===== config.mk =====
export PLATFORM = sky130hd
export DESIGN_NAME = pipe_stage_skid
export DESIGN_NICKNAME = d
export VERILOG_FILES = /design/src/rtl/pipe_stage_skid.sv
export SDC_FILE = /design/constraint.sdc
export NUM_CORES = 1
export LEC_CHECK = 0
export ABC_AREA = 1
export CAP_MARGIN = 30
export CORE_UTILIZATION = 55
export DETAILED_ROUTE_END_ITERATION = 8
export GPL_ROUTABILITY_DRIVEN = 0
export PLACE_DENSITY = 0.86
export SLEW_MARGIN = 30
export SYNTH_ARGS = -nofsm -noshare
export SYNTH_HDL_FRONTEND = slang
export SYNTH_SLANG_ARGS = --single-unit
export TNS_END_PERCENT = 100

===== constraint.sdc =====
create_clock -name clk -period 4.2 [get_ports clk]
set_input_delay 0.84 -clock clk [delete_from_list [all_inputs] [get_ports clk]]
set_output_delay 0.84 -clock clk [all_outputs]
set_load 0.1 [all_outputs]

===== src/rtl/pipe_stage_skid.sv =====
// pipe_stage_skid: IF/ID pipeline register with 2-entry skid buffer, flush, and saturating stall/flush counters
module pipe_stage_skid #(
    parameter int                INST_W   = 32,
    parameter int                PC_W     = 32,
    parameter logic [INST_W-1:0] NOP_INST = INST_W'(32'h00000013),
    parameter int                CNT_W    = 16
) (
    input  logic              clk,
    input  logic              rst,
    input  logic              in_valid,
    output logic              in_ready,
    input  logic [INST_W-1:0] in_inst,
    input  logic [PC_W-1:0]   in_pc,
    input  logic              flush,
    output logic              out_valid,
    input  logic              out_ready,
    output logic [INST_W-1:0] out_inst,
    output logic [PC_W-1:0]   out_pc,
    output logic [CNT_W-1:0]  stall_cnt,
    output logic [CNT_W-1:0]  flush_cnt
);
    typedef enum logic [1:0] {EMPTY, ONE, TWO} state_t;
    state_t            state;
    logic [INST_W-1:0] skid_inst;
    logic [PC_W-1:0]   skid_pc;
    logic              acc;
    logic              fire;
    assign out_valid = state != EMPTY;
    assign in_ready  = state != TWO;
    assign acc       = in_valid & in_ready;
    assign fire      = out_valid & out_ready;
    always_ff @(posedge clk) begin
        if (rst) begin
            state     <= EMPTY;
            out_inst  <= NOP_INST;
            out_pc    <= '0;
            skid_inst <= '0;
            skid_pc   <= '0;
            stall_cnt <= '0;
            flush_cnt <= '0;
        end else begin
            if (out_valid && !out_ready && stall_cnt != '1)
                stall_cnt <= stall_cnt + CNT_W'(1);
            if (flush && state != EMPTY && flush_cnt != '1)
                flush_cnt <= flush_cnt + CNT_W'(1);
            if (flush) begin
                state    <= EMPTY;
                out_inst <= NOP_INST;
                out_pc   <= '0;
            end else begin
                case (state)
                    EMPTY: if (acc) begin
                        state    <= ONE;
                        out_inst <= in_inst;
                        out_pc   <= in_pc;
                    end
                    ONE: if (acc && fire) begin
                        out_inst <= in_inst;
                        out_pc   <= in_pc;
                    end else if (acc) begin
                        state     <= TWO;
                        skid_inst <= in_inst;
                        skid_pc   <= in_pc;
                    end else if (fire) begin
                        state    <= EMPTY;
                        out_inst <= NOP_INST;
                        out_pc   <= '0;
                    end
                    TWO: if (fire) begin
                        state    <= ONE;
                        out_inst <= skid_inst;
                        out_pc   <= skid_pc;
                    end
                    default: state <= EMPTY;
                endcase
            end
        end
    end
endmodule


Word-level counts from Yosys, hierarchy flattened
Index checks and enable logic that the tools add are counted.
{"block": "totals", "out_inout_bits": 98, "wordCells": 55, "in_bits": 69, "regBits": 162}
{"block": "classes", "n_reduce_logical": 13, "eq_ne": 11, "n_bitwise": 4, "n_addsub": 2, "n_mux": 18}
{"operator": "$mux 32", "count": 10}
{"operator": "$pmux 32 s3", "count": 2}
{"operator": "$add 16x1->16 const B", "count": 2}
{"operator": "$ne 16x16->1 const B", "count": 2}
{"operator": "$mux 2", "count": 5}
{"operator": "$ne 3x3->1 const B", "count": 3}
{"operator": "$ne 2x2->1 const B", "count": 4}
{"operator": "$reduce_and 4->1", "count": 2}
{"operator": "$pmux 2 s3", "count": 1}
{"operator": "$logic_and 1x1->1", "count": 5}
{"operator": "$reduce_and 5->1", "count": 1}
{"operator": "$reduce_bool 3->1", "count": 1}
{"operator": "$and 1x1->1", "count": 2}
{"operator": "$eq 2x1->1 const B", "count": 1}
{"operator": "$eq 2x2->1 const B", "count": 1}
{"operator": "$logic_not 2->1", "count": 1}
{"operator": "$not 1->1", "count": 2}
{"operator": "$reduce_bool 2->1", "count": 1}
{"operator": "$reduce_or 2->1", "count": 1}
{"operator": "$logic_not 1->1", "count": 1}

Logic depth before layout (Yosys ltp)
Gate-level depths: netlist of run 1.
{"block": "logic_depth", "word_depth": 6, "ltp_mapped": 12, "depth_no_buf": 11}

Worst setup path after synthesis of run 1
OpenSTA, ideal clock, no wires.
{"block": "synth_path", "kind": "reg-to-reg", "start": "register stall_cnt[0]", "end": "register stall_cnt[0]", "setup_ns": 0.117, "slack_ns": 1.911, "t_required_ns": 4.083, "path_buffers": 1, "stages_incl_launch_ff": 10, "t_arrival_ns": 2.172, "synth_period_minus_slack_ns": 2.289, "path_cell_list": "dfxtp_1 -> ha_1 -> nand2_1 -> nor2_1 -> nand2_1 -> nor2_1 -> nor2_4 -> buf_6 -> nor2_1 -> nor2_1"}
{"block": "synth_between", "elab_chain_cells": 2, "word_cells_on_any_way": 3, "cone_classes": "1 x add/sub; 1 x eq/ne; 1 x reduce/logical"}
{"item": "from (decl)", "line_no": "19", "text": "output logic [CNT_W-1:0] stall_cnt,"}
{"item": "from (signal assigned)", "line_no": "43", "text": "stall_cnt <= stall_cnt + CNT_W'(1);"}
{"item": "parallel branches: the longest is 2 deep, another holds $add 16x1->16"}
Several ways; the timed one is not identified.
A chain may end at the register's enable or synchronous reset.

Final worst setup path of run 1
{"block": "layout_path", "start": "register state[0]", "end": "output out_valid"}
{"block": "layout_between", "elab_chain_cells": 1}
{"item": "from (decl)", "line_no": "23", "text": "state_t state;"}
{"item": "from (signal assigned)", "line_no": "34", "text": "state <= EMPTY;"}
{"item": "from (signal assigned)", "line_no": "47", "text": "state <= EMPTY;"}
{"item": "from (signal assigned)", "line_no": "53", "text": "state <= ONE;"}
{"item": "$reduce_bool 2->1", "line_no": "28", "text": "assign out_valid = state != EMPTY;"}
{"item": "to (decl)", "line_no": "15", "text": "output logic out_valid,"}
Every way passes these cells.

==> results of run 1 <==
-- final timing paths --
check / start / endpoint / cells past startpoint
max: state[0]$_SDFFE_PP0P_ / out_valid / 4
min: out_inst[4]$_SDFFE_PP1P_ / out_inst[4]$_SDFFE_PP1P_ / 2
max reg2reg: state[0]$_SDFFE_PP0P_ / out_pc[9]$_SDFFE_PP0P_ / 7
min reg2reg: out_inst[4]$_SDFFE_PP1P_ / out_inst[4]$_SDFFE_PP1P_ / 2
-- tightest hold or removal path: cells and delay by family, from the launching register on --
family        cells  cell delay [ns]
flops             1             0.32
simple gates      2             0.12
-- cell usage after synthesis, types with 2 or more instances --
master / number
nand4_1: 11
xor2_1: 7
xnor2_1: 5
buf_6: 5
a21oi_1: 75
dfxtp_1: 162
o21ai_0: 61
inv_1: 90
nor3b_1: 2
inv_2: 7
nand2_2: 4
nor2_2: 6
buf_8: 4
buf_4: 2
nand3_1: 30
nor2_1: 174
nand2_1: 306
clkbuf_1: 22
a21oi_2: 74
nor2_4: 2
o21ai_1: 5
ha_1: 6
buf_1: 2
buf_2: 23
-- power by group through the flow --
stage | clock (mW) | combinational [mW] | sequential [mW]
floorplan | 0 | 0.346 | 1.98
global placement | 0 | 0.859 | 1.67
detailed placement | 0 | 0.870 | 1.67
CTS | 1.67 | 0.877 | 1.64
global route | 1.74 | 0.935 | 1.65
finish | 1.65 | 0.876 | 1.64
-- metal layers --
| metal | vias to the layer above | track usage [%] | part of all wire [%] |
|---|---|---|---|
| li1 | 3700 | - | - |
| met1 | 3356 | 32.9 | 44 |
| met2 | 266 | 46.1 | 48 |
| met3 | 38 | 5.28 | 6.1 |
| met4 | 0 | 12.6 | 2.6 |
| met5 | - | 0 | 0 |
-- registers in the layout, indices dropped and copies added (netlist names) --
register / count
out_inst: 32
state: 2
stall_cnt: 16
skid_inst: 32
out_pc: 32
skid_pc: 32
flush_cnt: 16
-- cell type report --
| cell class | count | area, um^2 |
|---|---|---|
| multi-input combinational | 772 | 3710 |
| fill | 1025 | 3470 |
| sequential | 162 | 3240 |
| timing repair buffer | 176 | 1760 |
| clock buffer | 22 | 474 |
| inverter | 97 | 367 |
| tap | 176 | 220 |
| clock inverter | 10 | 155 |
-- logic make-up after synthesis --
family | synth area share [%]
fa+ha+maj | 0.982
simple gates | 28.0
buf+inv | 9.17
xor+xnor | 1.38
compound gates | 18.0
flops | 42.4
-- stage by stage --
stage	setup WS, ns	cells	cell area (um^2)
floorplan	1.91	1089	7640
global placement	1.34	1383	9300
detailed placement	1.30	1383	9300
CTS	0.986	1415	9930
global route	0.956	1415	9930
finish	0.980	1415	9930
==> metrics.md, run 1 <==
| Metric | Value |
|---|---|
| Status | `complete, no violations` |
| Synth area leaders | `dfxtp_1 42%, nand2_1 15%, nor2_1 8.5%, a21oi_2 8.5%, a21oi_1 4.9%` |
| Max-slew headroom | `30.8%` |
| Final setup violation count | `0` |
| DRT Wirelength | `about 19 mm` |
| Initial Utilization | `57.0%` |
| CTS clk-pin slew, worst paths | `approximately 0.06 ns` |
| Share of cells above drive strength 1 | `11.1%` |
| Post-route ant nets | `0` |
| CTS tree | `built` |
| Final period utilization | `76.7%` |
| CTS Hold Buffers Added | `0` |
| Worst-skew pair later-pin latency | `0.43 ns` |
| Crit path largest cell delay | `roughly 1.1 ns` |
| CTS max path bufs | `2` |
| H-tree depth | `4` |
| Core ar. | `13400 um^2` |
| Area growth from synthesis to layout | `29.9%` |
| Grt ovf | `0` |
| Unrepaired setup endpoints after global routing | `no` |
| Ys flop type | `dfxtp_1` |
| Crit. End Element | `output pin` |
| Critical Path, Cell by Cell | `inv_1 > ha_1 > inv_2 > clkdlybuf4s50_1` |
| EDFF count, synth | `0` |
| VDD IR max | `0.000310 V` |
| Residual DRC | `0` |
| Synth warn | `0` |
| Max-cap violations | `0` |
| Unique cell type count in the Yosys netlist | `28` |
| Crit path max-delay family | `buffers and inverters` |
| Diodes inserted | `0` |
| Buf/Inv on CP | `3` |
| P per Cell Area | `420 nW/um^2` |
| Post-cts sizing count | `0` |
| Synth Cell Area | `around 7600 um^2` |
| Leakage power | `4.07 nW` |
| Drt first-iter violations | `583` |
| R2r setup slk | `1.83 ns` |
| Sinks on Clock Net | `approximately 160` |
| Critical path data required time | `between 3 and 4 ns` |
| Drt wl/cell | `13.5 um` |
| Inserted Clock Buffers | `17` |
| Setup TNS | `0 ns` |
| Final hold violation count | `0` |
| Crit-path max FO | `3` |
| Via-to-Cell Ratio | `between 5 and 6` |
| Vias | `7360` |
| Antenna violations before repair | `0` |
| Post-CTS Setup Repair Bufs | `0` |
| Largest area contributor in the netlist | `dfxtp_1` |
| Slew @ Worst Pin | `1.03 ns` |
| Drt first pass iters | `7` |
| CP arrival | `approximately 2.4 ns` |
| Largest net degree at the start of global routing | `68` |
| Die area | `about 14000 um^2` |
| Seq/Total Area, Yosys | `a little over two fifths` |
| Port Buf Inserts | `166` |
| Syn nets | `around 1200` |
| Clk network pwr share | `39.6%` |
| #FFs+latches synth | `approximately 160` |
| Global-route wire length before repair | `31.3 mm` |
| Vias in the first global route | `between 6000 and 7000` |
| Ports | `167` |
| Setup CP Type | `register to output pin` |
| Chip Height | `around 120 um` |
| Fin nets | `1301` |
| Syn avg cell area | `7.02 um^2` |
| Final clock skew | `about 0.0042 ns` |
| Root Buffer | `clkbuf_16` |
| Hold slack | `0.475 ns` |
| Power Total | `4.17 mW` |
| Post-synth top area share | `between 40% and 50%` |
| Mapped Cells | `1089` |
| Asr flop ratio synth | `0%` |
| Sw Ratio | `30.7%` |
| Worst path slowest cell | `clkdlybuf4s50_1` |
| Overall routing resource usage | `27.1%` |
| Fmax | `about 310 MHz` |
| Most frequent cells in the layout | `305 x nand2_1, 173 x nor2_1, 166 x clkdlybuf4s50_1` |
| Commonest non-fill, non-tap cell in the layout | `nand2_1` |
| Max Slew Vio Count | `0` |
| Post-layout util | `74.1%` |
| Power share of the combinational group | `roughly a fifth` |
| Pint | `around 2.9 mW` |
| Dpl hpwl | `11.8 mm` |
| P_sw | `1.28 mW` |
| Setup crit start kind | `register` |
| Die width | `between 100 and 150 um` |
| Reg power frac | `39.4%` |
| Hold Crit Class | `register to register` |
| Site Rows | `42` |
| Fin crit period | `roughly 3.2 ns` |
(Power assumes the default switching activity.)
==> run 2: changes to the inputs <==
- CORE_UTILIZATION: 55 -> 51
- PLACE_DENSITY: 0.86 -> 0.8
- clock period: 4.2 -> 3 ns (I/O delays scaled with it)
==> run 2 against run 1 <==
  * Sequential power increased by 40%
  * First-iteration DRC count shrank 48%
  * Clock-buffer cell count is 1 lower
  * Worst setup slack got worse by 0.091 ns
  * Register-to-register slack got worse by 0.94 ns
  * Wire length shrank 3.0%
  * Clock skew grew 0.0030 ns
  * Power up 40%
  * Final cell count is 0.71% higher
  * Global-route usage down 3.2 points
  * Non-clock buffer count up 3
  * Core utilization down 7.3 points
  * Critical path type is now register to register
  * Critical endpoint is now skid_inst[1]$_SDFFE_PP0P_
  * Largest cell class unchanged
  * Highest routed layer unchanged
==> metrics.md, run 2 (same netlist as run 1, synthesis figures left out) <==
| Metric | Value |
|---|---|
| Sinks on Clock Net | `162` |
| Vias | `a little over 7000` |
| Global-route wire length before repair | `30.5 mm` |
| Critical path data required time | `3.35 ns` |
| Vias in the first global route | `~6300` |
| Slew @ Worst Pin | `about 0.75 ns` |
| Power share of the combinational group | `20.7%` |
| Pint | `4.03 mW` |
| Site Rows | `44` |
| Hold Crit Class | `register to register` |
| Via-to-Cell Ratio | `4.98` |
| Unrepaired setup endpoints after global routing | `no` |
| Drt first pass iters | `4` |
| CTS tree | `built` |
| Setup CP Type | `register to register` |
| Post-route ant nets | `0` |
| Final clock skew | `0.00711 ns` |
| VDD IR max | `0.000435 V` |
| CTS Hold Buffers Added | `0` |
| Post-CTS Setup Repair Bufs | `0` |
| Fin nets | `1304` |
| Area growth from synthesis to layout | `27.6%` |
| Power Total | `5.83 mW` |
| Drt wl/cell | `approximately 13 um` |
| Max Slew Vio Count | `0` |
| Post-cts sizing count | `0` |
| Status | `complete, no violations` |
| DP Area | `9120 um^2` |
| Port Buf Inserts | `between 150 and 200` |
| Die area | `about 15000 um^2` |
| Final period utilization | `70.4%` |
| Crit-path max FO | `67` |
| P per Cell Area | `598 nW/um^2` |
| Core ar. | `14600 um^2` |
| Overall routing resource usage | `23.9%` |
| Chip Height | `124 um` |
| H-tree depth | `4` |
| Die width | `124 um` |
| Dpl hpwl | `about 12 mm` |
| Drt first-iter violations | `between 300 and 400` |
| Ports | `167` |
| Commonest non-fill, non-tap cell in the layout | `nand2_1` |
| Sw Ratio | `slightly above 30%` |
| Max-cap violations | `0` |
| Most frequent cells in the layout | `305 x nand2_1, 173 x nor2_1, 162 x dfxtp_1` |
| Largest net degree at the start of global routing | `68` |
| Leakage power | `4.28 nW` |
| Clk network pwr share | `39.9%` |
| CTS max path bufs | `2` |
| Crit. End Element | `register` |
| Final setup violation count | `0` |
| Diodes inserted | `0` |
| Setup crit start kind | `register` |
| DRT Wirelength | `18.5 mm` |
| Antenna violations before repair | `0` |
| Initial Utilization | `a little over half` |
| Inserted Clock Buffers | `17` |
| CP arrival | `around 2.5 ns` |
| R2r setup slk | `about 0.9 ns` |
| Root Buffer | `clkbuf_16` |
| Final hold violation count | `0` |
| Setup TNS | `0 ns` |
| Final instance area | `9750 um^2` |
| Hold slack | `roughly 0.47 ns` |
| Reg power frac | `39.4%` |
| Fin crit period | `2.11 ns` |
| Share of cells above drive strength 1 | `19.3%` |
| Residual DRC | `0` |
| Max-slew headroom | `slightly below 50%` |
| Grt ovf | `0` |
| Fmax | `between 400 and 500 MHz` |
| P_sw | `between 1.5 and 2 mW` |
| CTS clk-pin slew, worst paths | `around 0.06 ns` |
| Worst-skew pair later-pin latency | `0.42 ns` |
-- run 2: worst paths after layout --
check	start	to	depth (start not counted)
setup reg to reg	state[0]$_SDFFE_PP0P_	skid_inst[1]$_SDFFE_PP0P_	10
setup / recovery	state[0]$_SDFFE_PP0P_	skid_inst[1]$_SDFFE_PP0P_	10
hold / removal	out_inst[4]$_SDFFE_PP1P_	out_inst[4]$_SDFFE_PP1P_	2
hold reg to reg	out_inst[4]$_SDFFE_PP1P_	out_inst[4]$_SDFFE_PP1P_	2
-- run 2: routing by layer --
metal / share of wire (%) / vias to the layer above / global-route usage [%]
li1: - / 3703 / -
met1: 45 / 3186 / 30.3
met2: 49 / 186 / 40.2
met3: 4.8 / 15 / 4.55
met4: 1.3 / 0 / 8.50
met5: 0 / - / 0
-- run 2: critical path: stages, from the launching register on --
cell and delay [ns]:
dfxtp_1 0.37, inv_1 0.09, ha_1 0.24, inv_2 0.08, nand2_2 0.07, nor2_2 0.10
nand2_1 0.11, nor2_4 0.13, buf_4 0.54, o21ai_0 0.16, a21oi_1 0.13
-- run 2: stage by stage --
stage                     setup slack, ns  cells  util [%]
after global routing                0.678   1425      66.8
after global placement              0.527   1394      62.5
after floorplan                     0.711   1089         -
final                               0.889   1425      66.8
after CTS                           0.879   1425      66.8
after detailed placement            0.571   1394      62.5
-- run 2: layout make-up --
class | instances | area (um^2)
clock buffer | 21 | 470
clock inverter | 10 | 156
fill | 1239 | 4840
inverter | 97 | 367
multi-input combinational | 772 | 3710
sequential | 162 | 3240
tap | 184 | 230
timing repair buffer | 179 | 1580
-- run 2: power groups by stage --
stage	clock network [mW]	logic (mW)	registers (mW)
6_report	2.32	1.21	2.30
2_1_floorplan	0	0.485	2.78
3_5_place_dp	0	1.21	2.34
4_1_cts	2.35	1.22	2.30
5_1_grt	2.43	1.29	2.31
3_3_place_gp	0	1.20	2.34
==> run 3: changes to the inputs <==
- CORE_UTILIZATION: 51 -> 46
- PLACE_DENSITY: 0.8 -> 0.77
- clock period: 3 -> 1.9 ns (I/O delays scaled with it)
==> run 3 against run 2 <==
  * Worst setup slack lost 0.78 ns
  * Clock-buffer cell count is 2 lower
  * Sequential power increased by 58%
  * Fmax rose by 18%
  * Sequential share of layout area decreased by 2.1 points
  * Die area up 11%
  * Sequential cell count unchanged
  * Power is 61% higher
  * Core utilization shrank 1.3 points
  * Non-clock buffer count is 25 higher
  * Global-route usage is 0.73 points lower
  * Highest routed layer unchanged
==> metrics.md, run 3 (same netlist as run 1, synthesis figures left out) <==
| Metric | Value |
|---|---|
| Final hold violation count | `0` |
| Inserted Clock Buffers | `17` |
| Global-route wire length before repair | `approximately 32 mm` |
| Final setup violation count | `0` |
| Diodes inserted | `0` |
| Status | `complete, no violations` |
| Fin nets | `1330` |
| Crit. End Element | `register` |
| Via-to-Cell Ratio | `4.96` |
| CTS max path bufs | `2` |
| P per Cell Area | `890 nW/um^2` |
| Grt ovf | `0` |
| CTS clk-pin slew, worst paths | `0.06 ns` |
| Setup crit start kind | `register` |
| Drt wl/cell | `13.3 um` |
| Worst setup path startpoint | `state[0]$_SDFFE_PP0P_` |
| Multi-input gate area | `3730 um^2` |
| Die width | `131 um` |
| Crit path largest cell delay | `0.35 ns` |
| Hold Crit Class | `register to register` |
| Final period utilization | `94.3%` |
| Ports | `167` |
| Largest net degree at the start of global routing | `57` |
| CTS tree | `built` |
| Fin crit period | `between 1.5 and 2 ns` |
| Sinks on Clock Net | `162` |
| CTS Hold Buffers Added | `0` |
| Commonest non-fill, non-tap cell in the layout | `nand2_1` |
| Die area | `roughly 17000 um^2` |
| Port Buf Inserts | `166` |
| Antenna violations before repair | `0` |
| Fmax | `558 MHz` |
| Fillers | `1333` |
| Site Rows | `46` |
| Vias | `7354` |
| Residual DRC | `0` |
| Vias in the first global route | `between 6000 and 7000` |
| Post-route ant nets | `0` |
| Core ar. | `16100 um^2` |
| Initial Utilization | `47.6%` |
| Max-slew headroom | `76.0%` |
| Drt first pass iters | `4` |
| Worst path slowest cell | `dfxtp_2` |
| Power Total | `9.37 mW` |
| Root Buffer | `clkbuf_16` |
| DRT Wirelength | `19.7 mm` |
| Hold slack | `0.502 ns` |
| Most frequent cells in the layout | `304 x nand2_1, 173 x nor2_1, 129 x dfxtp_1` |
| Crit-path max FO | `28` |
| Overall routing resource usage | `a little under a quarter` |
| FF-to-FF End | `skid_inst[8]$_SDFFE_PP0P_` |
| Setup CP Type | `register to register` |
| Reg-to-Reg Start | `state[0]$_SDFFE_PP0P_` |
| Chip Height | `131 um` |
| VDD IR max | `0.000674 V` |
| Unrepaired setup endpoints after global routing | `yes` |
| Register Area | `3280 um^2` |
| Max-cap violations | `0` |
| Final clock skew | `0.00947 ns` |
| Critical path data required time | `approximately 2.3 ns` |
| Crit path capture | `skid_inst[8]$_SDFFE_PP0P_` |
| Area growth from synthesis to layout | `37.8%` |
| H-tree depth | `4` |
| Post-layout util | `65.6%` |
| Critical Path, Cell by Cell | `inv_1 > ha_2 > inv_4 > nand2_2 > nor2_2 > nand2_1 > nor2_4 > buf_4 > clkbuf_16 > o21ai_0 > nor2_1` |
| Leakage power | `4.55 nW` |
| R2R depth | `11` |
| Placed cell count | `around 1400` |
| R2r setup slk | `approximately 0.11 ns` |
| Slew @ Worst Pin | `~0.36 ns` |
| Final Non-Filler Cells | `1484` |
| Worst-skew pair later-pin latency | `about 0.41 ns` |
| Dpl hpwl | `about 13 mm` |
| Share of cells above drive strength 1 | `23.7%` |
| Max Slew Vio Count | `0` |
| CP arrival | `2.14 ns` |
| Drt first-iter violations | `249` |
==> run 3: layout make-up <==
| class | instances | area share (%) |
|---|---|---|
| multi-input cells | 773 | 35.4 |
| flip-flops and latches | 162 | 31.2 |
| repair buffers | 204 | 21.2 |
| clock buffers | 19 | 4.11 |
| inverters | 97 | 3.51 |
| well taps | 216 | 2.57 |
| clock inverters | 13 | 1.98 |
==> run 3: how the worst min path moves through the flow <==
| stage | from | end | slack [ns] | depth (start not counted) |
|---|---|---|---|---|
| 5_1_grt | state[1]$_SDFFE_PP0P_ | state[1]$_SDFFE_PP0P_ | 0.52 | 2 |
| 2_1_floorplan | rst | flush_cnt[8]$_SDFFE_PP0P_ | 0.45 | 1 |
| 4_1_cts | flush_cnt[9]$_SDFFE_PP0P_ | flush_cnt[9]$_SDFFE_PP0P_ | 0.51 | 2 |
| 3_5_place_dp | flush_cnt[9]$_SDFFE_PP0P_ | flush_cnt[9]$_SDFFE_PP0P_ | 0.50 | 2 |
| 3_3_place_gp | flush_cnt[9]$_SDFFE_PP0P_ | flush_cnt[9]$_SDFFE_PP0P_ | 0.49 | 2 |
| 6_report | state[1]$_SDFFE_PP0P_ | state[1]$_SDFFE_PP0P_ | 0.50 | 2 |
==> run 3: routing by layer <==
layer | track usage [%] | share of wire [%]
met1 | 29.2 | 45
met2 | 39.8 | 49
met3 | 4.03 | 4.9
met4 | 7.98 | 1.7
met5 | 0 | 0
==> run 3: critical path: cells and delay by family, from the launching register on <==
family	cells	cell delay, ns
AO/OA/AOI/OAI	1	0.09
adder cells (fa/ha/maj)	1	0.22
buffers and inverters	4	0.50
flip-flops	1	0.35
AND/OR/NAND/NOR	5	0.55
==> run 3: where the power goes <==
| group | leakage, nW | switching (mW) | internal (mW) |
|---|---|---|---|
| Combinational | 2.92 | 1.40 | 0.620 |
| Sequential | 1.33 | 0.0922 | 3.54 |
| Clock | 0.304 | 1.38 | 2.34 |
==> run 3: what timing repair did <==
action / CTS / global route
setup buffers: 0 / 2
gates resized for setup: 0 / 6
setup endpoints to repair: 0 / 124
==> run 3: through the flow <==
step,area [um^2],setup slack [ns],TNS (ns)
final,10500,0.108,0
after CTS,10400,0.0637,0
after global routing,10500,-0.00884,-0.0189
after detailed placement,9800,-0.0125,-0.0132
after global placement,9800,0.0284,0
after floorplan,7680,-0.00124,-0.00124
